<file path="config.mk">
export PLATFORM = sky130hd
export DESIGN_NAME = writeback_stage
export DESIGN_NICKNAME = d
export VERILOG_FILES = /design/src/rtl/writeback_stage.sv
export SDC_FILE = /design/constraint.sdc
export NUM_CORES = 1
export LEC_CHECK = 0
export ABC_AREA = 1
export CAP_MARGIN = 20
export CORE_AREA = 2 2 124 126
export DETAILED_ROUTE_END_ITERATION = 16
export DIE_AREA = 0 0 126 128
export DONT_BUFFER_PORTS = 1
export PLACE_DENSITY_LB_ADDON = 0.3
export REMOVE_ABC_BUFFERS = 1
export SETUP_SLACK_MARGIN = 0.2
export SLEW_MARGIN = 20
export SYNTH_ARGS = -nofsm -noshare
export SYNTH_HDL_FRONTEND = slang
export SYNTH_SLANG_ARGS = --single-unit
</file>
<file path="constraint.sdc">
create_clock -name clk_o -period 6.8 [get_ports clk_o]
set_clock_uncertainty 0.1 [all_clocks]
set_input_delay 0.68 -clock clk_o [delete_from_list [all_inputs] [get_ports clk_o]]
set_output_delay 0.68 -clock clk_o [all_outputs]
set_load 0.005 [all_outputs]
</file>
<file path="src/rtl/writeback_stage.sv">
// Final pipeline stage: picks the writeback source, runs the load handshake with
// data memory and drives the register file write port. Optional macro: WB_MISALIGN_CHK_EN.
module writeback_stage #(
    parameter int XLEN = 32,
    parameter int RA_W = 5
) (
    input  logic            clk_o,
    input  logic            rst,
    input  logic            valid_i,
    input  logic            flush_i,
    output logic            stall_o,
    input  logic [XLEN-1:0] alu_res_i,
    input  logic [XLEN-1:0] pc_plus4_i,
    input  logic [RA_W-1:0] rd_i,
    input  logic            reg_wr_i,
    input  logic [1:0]      wb_sel_i,
    input  logic [2:0]      funct3_i,
    output logic            dmem_req_o,
    output logic [XLEN-1:0] dmem_addr_o,
    input  logic            dmem_ack_i,
    input  logic [XLEN-1:0] dmem_rdata_i,
`ifdef WB_MISALIGN_CHK_EN
    output logic            misalign_o,
`endif
    output logic [RA_W-1:0] waddr_o,
    output logic [XLEN-1:0] wdata_o,
    output logic            reg_wr_o
);

    typedef enum logic [1:0] {
        IDLE      = 2'd0,
        COMMIT    = 2'd1,
        LOAD_WAIT = 2'd2
    } state_t;

    state_t          state_reg, state_next;
    logic [RA_W-1:0] waddr_reg, waddr_next;
    logic [XLEN-1:0] wdata_reg, wdata_next;
    logic            reg_wr_reg, reg_wr_next;
    logic            req_reg, req_next;
    logic [XLEN-1:0] addr_reg, addr_next;
    logic [2:0]      funct3_reg, funct3_next;
    logic            load_wr_reg, load_wr_next;
`ifdef WB_MISALIGN_CHK_EN
    logic            misalign_reg, misalign_next;
    logic            misaligned;
`endif

    logic            accept;
    logic            write_ok;
    logic [XLEN-1:0] nonload_data;
    logic [XLEN-1:0] load_data;
    logic [1:0]      a;
    logic [7:0]      byte_lane [4];
    logic [15:0]     half_lane [2];
    logic [7:0]      byte_sel;
    logic [15:0]     half_sel;

    // Little-endian lane split of the returned word
    generate
        for (genvar gi = 0; gi < 4; gi++) begin : g_byte_lane
            assign byte_lane[gi] = dmem_rdata_i[8*gi +: 8];
        end
        for (genvar gi = 0; gi < 2; gi++) begin : g_half_lane
            assign half_lane[gi] = dmem_rdata_i[16*gi +: 16];
        end
    endgenerate

    // Without the alignment check, halves ignore a[0] and words ignore a entirely
    assign a        = addr_reg[1:0];
    assign byte_sel = byte_lane[a];
    assign half_sel = half_lane[a[1]];

    always_comb begin
        load_data = dmem_rdata_i;
        case (funct3_reg)
            3'b000:  load_data = {{(XLEN-8){byte_sel[7]}}, byte_sel};
            3'b100:  load_data = {{(XLEN-8){1'b0}}, byte_sel};
            3'b001:  load_data = {{(XLEN-16){half_sel[15]}}, half_sel};
            3'b101:  load_data = {{(XLEN-16){1'b0}}, half_sel};
            default: load_data = dmem_rdata_i;
        endcase
    end

    always_comb begin
        nonload_data = alu_res_i;
        if (wb_sel_i == 2'b10) begin
            nonload_data = pc_plus4_i;
        end
    end

`ifdef WB_MISALIGN_CHK_EN
    always_comb begin
        misaligned = 1'b0;
        case (funct3_i)
            3'b000, 3'b100: misaligned = 1'b0;
            3'b001, 3'b101: misaligned = alu_res_i[0];
            default:        misaligned = (alu_res_i[1:0] != 2'b00);
        endcase
    end
`endif

    assign accept   = (state_reg != LOAD_WAIT) && valid_i && !flush_i;
    assign write_ok = reg_wr_i && (rd_i != '0);

    always_comb begin
        state_next   = state_reg;
        waddr_next   = waddr_reg;
        wdata_next   = wdata_reg;
        reg_wr_next  = 1'b0;
        req_next     = req_reg;
        addr_next    = addr_reg;
        funct3_next  = funct3_reg;
        load_wr_next = load_wr_reg;
`ifdef WB_MISALIGN_CHK_EN
        misalign_next = 1'b0;
`endif
        case (state_reg)
            IDLE, COMMIT: begin
                state_next = IDLE;
                if (accept) begin
                    waddr_next = rd_i;
                    if (wb_sel_i == 2'b01) begin
                        addr_next    = alu_res_i;
                        funct3_next  = funct3_i;
                        load_wr_next = write_ok;
`ifdef WB_MISALIGN_CHK_EN
                        if (misaligned) begin
                            state_next    = COMMIT;
                            misalign_next = 1'b1;
                        end else begin
                            state_next = LOAD_WAIT;
                            req_next   = 1'b1;
                        end
`else
                        state_next = LOAD_WAIT;
                        req_next   = 1'b1;
`endif
                    end else begin
                        state_next  = COMMIT;
                        reg_wr_next = write_ok;
                        if (write_ok) begin
                            wdata_next = nonload_data;
                        end
                    end
                end
            end
            LOAD_WAIT: begin
                // Upstream valid/flush are ignored here; only the ack ends the wait
                if (dmem_ack_i) begin
                    state_next  = COMMIT;
                    req_next    = 1'b0;
                    reg_wr_next = load_wr_reg;
                    if (load_wr_reg) begin
                        wdata_next = load_data;
                    end
                end
            end
            default: begin
                state_next = IDLE;
                req_next   = 1'b0;
            end
        endcase
    end

    always_ff @(posedge clk_o or posedge rst) begin
        if (rst) begin
            state_reg    <= IDLE;
            waddr_reg    <= '0;
            wdata_reg    <= '0;
            reg_wr_reg   <= 1'b0;
            req_reg      <= 1'b0;
            addr_reg     <= '0;
            funct3_reg   <= '0;
            load_wr_reg  <= 1'b0;
`ifdef WB_MISALIGN_CHK_EN
            misalign_reg <= 1'b0;
`endif
        end else begin
            state_reg    <= state_next;
            waddr_reg    <= waddr_next;
            wdata_reg    <= wdata_next;
            reg_wr_reg   <= reg_wr_next;
            req_reg      <= req_next;
            addr_reg     <= addr_next;
            funct3_reg   <= funct3_next;
            load_wr_reg  <= load_wr_next;
`ifdef WB_MISALIGN_CHK_EN
            misalign_reg <= misalign_next;
`endif
        end
    end

    assign stall_o     = (state_reg == LOAD_WAIT);
    assign dmem_req_o  = req_reg;
    assign dmem_addr_o = addr_reg;
    assign waddr_o     = waddr_reg;
    assign wdata_o     = wdata_reg;
    assign reg_wr_o    = reg_wr_reg;
`ifdef WB_MISALIGN_CHK_EN
    assign misalign_o  = misalign_reg;
`endif

endmodule

</file>
==> impl_metrics.prom <==
# TYPE chip_impl_metric gauge
chip_impl_metric{name="tritoncts.num_buffers",unit=""} 9
chip_impl_metric{name="worst_ep_arrival_time",unit="ns"} 2.83
chip_impl_metric{name="numPortBuffers",unit=""} 0
chip_impl_metric{name="postSynthRegisterBits",unit=""} 77
chip_impl_metric{name="insertedDiodeCount",unit=""} 0
chip_impl_metric{name="final-setup-viol-count",unit=""} 0
chip_impl_metric{name="first_pass_grt_wire_length",unit="um"} 22700
chip_impl_metric{name="synth.area.mux_share",unit="%"} 0
chip_impl_metric{name="syn_to_final_growth",unit="%"} 9.23
chip_impl_metric{name="cts_resized",unit=""} 0
chip_impl_metric{name="slew_headroom",unit="%"} 40.7
chip_impl_metric{name="detail_route.wirelength.met1",unit="um"} 6200
chip_impl_metric{name="syn_area",unit="um2"} 4320
chip_impl_metric{name="number_of_drc_violations_after_detailed_routing_iteration_0",unit=""} 201
chip_impl_metric{name="post-dp-hpwl",unit="um"} 10100
chip_impl_metric{name="ios",unit=""} 184
chip_impl_info{name="status",value="completed"} 1
chip_impl_metric{name="drive_above_1_share",unit="%"} 7.16
chip_impl_metric{name="ys_seq_area_share",unit="%"} 44.6
chip_impl_metric{name="placementRows",unit=""} 45
chip_impl_metric{name="synth_compound_gate_area_share",unit="%"} 13.6
chip_impl_metric{name="drt_drc_violations_left",unit=""} 0
chip_impl_metric{name="max_clock_freq",unit="MHz"} 378
chip_impl_metric{name="overflow",unit=""} 0
chip_impl_metric{name="ant_nets",unit=""} 0
chip_impl_metric{name="leakage",unit="nW"} 2.33
chip_impl_metric{name="vias_in_the_first_global_route",unit=""} 3979
chip_impl_metric{name="chipWidth",unit="um"} 126
chip_impl_metric{name="fin_util",unit="%"} 31.8
chip_impl_metric{name="yosys.cell_types.count",unit=""} 25
chip_impl_metric{name="share_seq_of_total_power",unit="%"} 45.2
chip_impl_metric{name="grt_antenna_before_repair",unit=""} 0
chip_impl_metric{name="met2_routed_wl",unit="um"} 6640
chip_impl_info{name="grt_setup_unrepaired",value="false"} 1
chip_impl_metric{name="insertion_delay",unit="ns"} 0.35
chip_impl_metric{name="drt_pass1_iterations",unit=""} 5
chip_impl_info{name="min-delay-path-class",value="in2async"} 1
chip_impl_info{name="synth_largest_area_cell",value="sky130_fd_sc_hd__dfrtp_1"} 1
chip_impl_metric{name="cts-htree-levels",unit=""} 3
chip_impl_metric{name="clock_sinks",unit=""} 77
chip_impl_metric{name="core",unit="um2"} 14900
chip_impl_info{name="maxUsedRoutingLayer",value="met4"} 1
chip_impl_metric{name="min_period_over_period",unit="%"} 38.9
chip_impl_metric{name="post-cts-setup-buffers",unit=""} 0
chip_impl_metric{name="internal-power",unit="W"} 0.000984
chip_impl_metric{name="worst_pin_slew",unit="ns"} 0.888
chip_impl_metric{name="irDropWorstVdd",unit="uV"} 126
chip_impl_info{name="worstSetupStartpointType",value="flip-flop"} 1
chip_impl_metric{name="design.die.area",unit="um2"} 16100
chip_impl_metric{name="yosys.area_share.adder",unit="%"} 0
chip_impl_metric{name="cellPowerDensity",unit="nW/um2"} 312
chip_impl_metric{name="grt_max_degree",unit=""} 78
chip_impl_metric{name="totalWireLength",unit="um"} 14400
chip_impl_metric{name="ff2ff_setup_slack",unit="ns"} 4.15
chip_impl_metric{name="postSynthCellCount",unit=""} 603
chip_impl_metric{name="synth_largest_type_area_fraction",unit="%"} 44.6
chip_impl_metric{name="synth_simple_gate_area_share",unit="%"} 33.1
chip_impl_metric{name="grtUsageTotal",unit="%"} 18.3
chip_impl_metric{name="timing_hold_violations_final",unit=""} 0
chip_impl_info{name="tritoncts_clock_tree",value="built"} 1
chip_impl_metric{name="setup_tns",unit="ns"} 0
chip_impl_metric{name="setup_slack",unit="ns"} 4.15
chip_impl_metric{name="power.switching",unit="W"} 0.000491
chip_impl_metric{name="nets",unit=""} 694
chip_impl_metric{name="maximum_buffer_depth_of_the_clock_tree",unit=""} 2
chip_impl_metric{name="vias",unit=""} 3901
chip_impl_info{name="timing.setup.critical_path_class",value="reg2reg"} 1
chip_impl_info{name="endpoint_kind",value="flip-flop"} 1
chip_impl_metric{name="floorplan.initialDensity",unit="%"} 29.1
chip_impl_info{name="cts_root_buffer",value="sky130_fd_sc_hd__clkbuf_16"} 1
chip_impl_metric{name="minimum_clock_period_after_layout",unit="ns"} 2.65
chip_impl_metric{name="hold_ws",unit="ns"} 0.223
chip_impl_metric{name="detailroute.wirelength.met3",unit="um"} 1290
chip_impl_info{name="largest_family_of_logic_cells_by_synthesized_area",value="simple AND/OR/NAND/NOR gates"} 1
chip_impl_metric{name="report.final.slew_viol_count",unit=""} 0
chip_impl_metric{name="power.clock.fraction",unit="%"} 35.3
chip_impl_metric{name="critPathMaxFanout",unit=""} 24
chip_impl_metric{name="viasPerCell",unit=""} 5.03
chip_impl_metric{name="post_cts_hold_buffer_count",unit=""} 0
chip_impl_metric{name="syn-mean-instance-area",unit="um2"} 7.17
chip_impl_metric{name="final.fill_count",unit=""} 1651
chip_impl_metric{name="worst_ep_required_time",unit="ns"} 6.98
chip_impl_metric{name="max_cap_viol_count",unit=""} 0
chip_impl_metric{name="pre_cts_ws",unit="ns"} 4.14
chip_impl_metric{name="ys.warnings.count",unit=""} 0
chip_impl_metric{name="die_height",unit="um"} 128
chip_impl_metric{name="switching_fraction",unit="%"} 33.3
chip_impl_metric{name="synth_xor_area_share",unit="%"} 0
chip_impl_metric{name="wl_per_cell",unit="um"} 18.6
chip_impl_metric{name="gp_congestion",unit=""} 0.779
chip_impl_metric{name="clkTransAtPathRegs",unit="ns"} 0.06
chip_impl_metric{name="combPwrFrac",unit="%"} 19.5
chip_impl_info{name="synth_area_leaders",value="sky130_fd_sc_hd__dfrtp_1, sky130_fd_sc_hd__nand2_1, sky130_fd_sc_hd__nand3_1"} 1
-- placed cells by master (no fill, tap or decap) --
cell and instances:
sky130_fd_sc_hd__a21oi_1 58, sky130_fd_sc_hd__buf_4 3, sky130_fd_sc_hd__bufinv_16 2, sky130_fd_sc_hd__clkbuf_1 1, sky130_fd_sc_hd__clkbuf_16 9, sky130_fd_sc_hd__clkinv_2 1, sky130_fd_sc_hd__clkinvlp_4 3, sky130_fd_sc_hd__dfrtp_1 77
sky130_fd_sc_hd__inv_1 47, sky130_fd_sc_hd__inv_2 5, sky130_fd_sc_hd__inv_6 1, sky130_fd_sc_hd__nand2_1 226, sky130_fd_sc_hd__nand2_2 1, sky130_fd_sc_hd__nand2_4 1, sky130_fd_sc_hd__nand3_1 71, sky130_fd_sc_hd__nand3_2 1
sky130_fd_sc_hd__nand3_4 2, sky130_fd_sc_hd__nand3b_1 1, sky130_fd_sc_hd__nand3b_2 1, sky130_fd_sc_hd__nor2_1 18, sky130_fd_sc_hd__nor2_2 3, sky130_fd_sc_hd__nor3_4 1, sky130_fd_sc_hd__o211ai_1 23, sky130_fd_sc_hd__o21ai_0 18
sky130_fd_sc_hd__o21ai_1 5, sky130_fd_sc_hd__o21ai_2 1, sky130_fd_sc_hd__or2_2 7
-- worst max-delay path: stages, from the launching register on --
cell	delay, ns
sky130_fd_sc_hd__dfrtp_1	0.77
sky130_fd_sc_hd__inv_1	0.42
sky130_fd_sc_hd__nand2_1	0.18
sky130_fd_sc_hd__nand3_1	0.09
sky130_fd_sc_hd__nand2_1	0.08
sky130_fd_sc_hd__nand2_1	0.49
sky130_fd_sc_hd__nand3_1	0.25
sky130_fd_sc_hd__nand3_1	0.10
sky130_fd_sc_hd__nand2_1	0.08
-- cell usage after synthesis (all sizes together) --
library cell  number
nand3b             2
inv               53
nor3               1
a21oi             58
nand2            228
buf               24
clkbuf            11
o21ai             24
o211ai            23
or2                7
nand3             74
nor2              21
dfrtp             77
-- power by group through the flow --
stage	sequential [W]	clock (W)	combinational [W]
after floorplan	0.000649	0	0.000214
after CTS	0.000670	0.000539	0.000291
after global routing	0.000683	0.000554	0.000340
after detailed placement	0.000676	0	0.000291
after global placement	0.000675	0	0.000279
final	0.000667	0.000521	0.000288
-- final timing paths --
path / startpoint / cells past startpoint / to
hold / removal: rst / 1 / dmem_addr_o[18]
min in group clk_o: dmem_ack_i / 1 / state_reg[1]
setup reg to reg: dmem_addr_o[1] / 8 / wdata_o[17]
hold reg to reg: dmem_addr_o[6] / 2 / dmem_addr_o[6]
setup / recovery: dmem_addr_o[1] / 8 / wdata_o[17]
max in group asynchronous: rst / 1 / wdata_o[31]
-- final cells by class --
| class | count | area [um2] | area share [%] |
|---|---|---|---|
| tap | 188 | 235 | 4.98 |
| multi-input combinational | 438 | 2020 | 42.7 |
| sequential | 77 | 1930 | 40.8 |
| inverter | 53 | 204 | 4.32 |
| timing repair buffer | 3 | 22.5 | 0.477 |
| clock inverter | 6 | 87.6 | 1.85 |
| clock buffer | 10 | 229 | 4.85 |
-- per-layer routing --
layer	vias to the layer above	global-route usage, %
met1	1814	23.2
li1	1903	-
met4	0	7.69
met5	-	0
met2	169	28.4
met3	15	6.59
-- kinds of logic after synthesis --
| kind of cell | count (synthesis) |
|---|---|
| buf+inv | 88 |
| flops | 77 |
| compound gates | 105 |
| simple gates | 333 |
-- per-stage QoR --
stage	instance area (um2)	total power, W	instances
3_3_place_gp	4400	0.000954	759
5_1_grt	4720	0.00158	775
3_5_place_dp	4400	0.000967	759
4_1_cts	4720	0.00150	775
2_1_floorplan	4140	0.000863	568
6_report	4720	0.00148	775
Note: power is estimated with default switching activity, not from simulation.
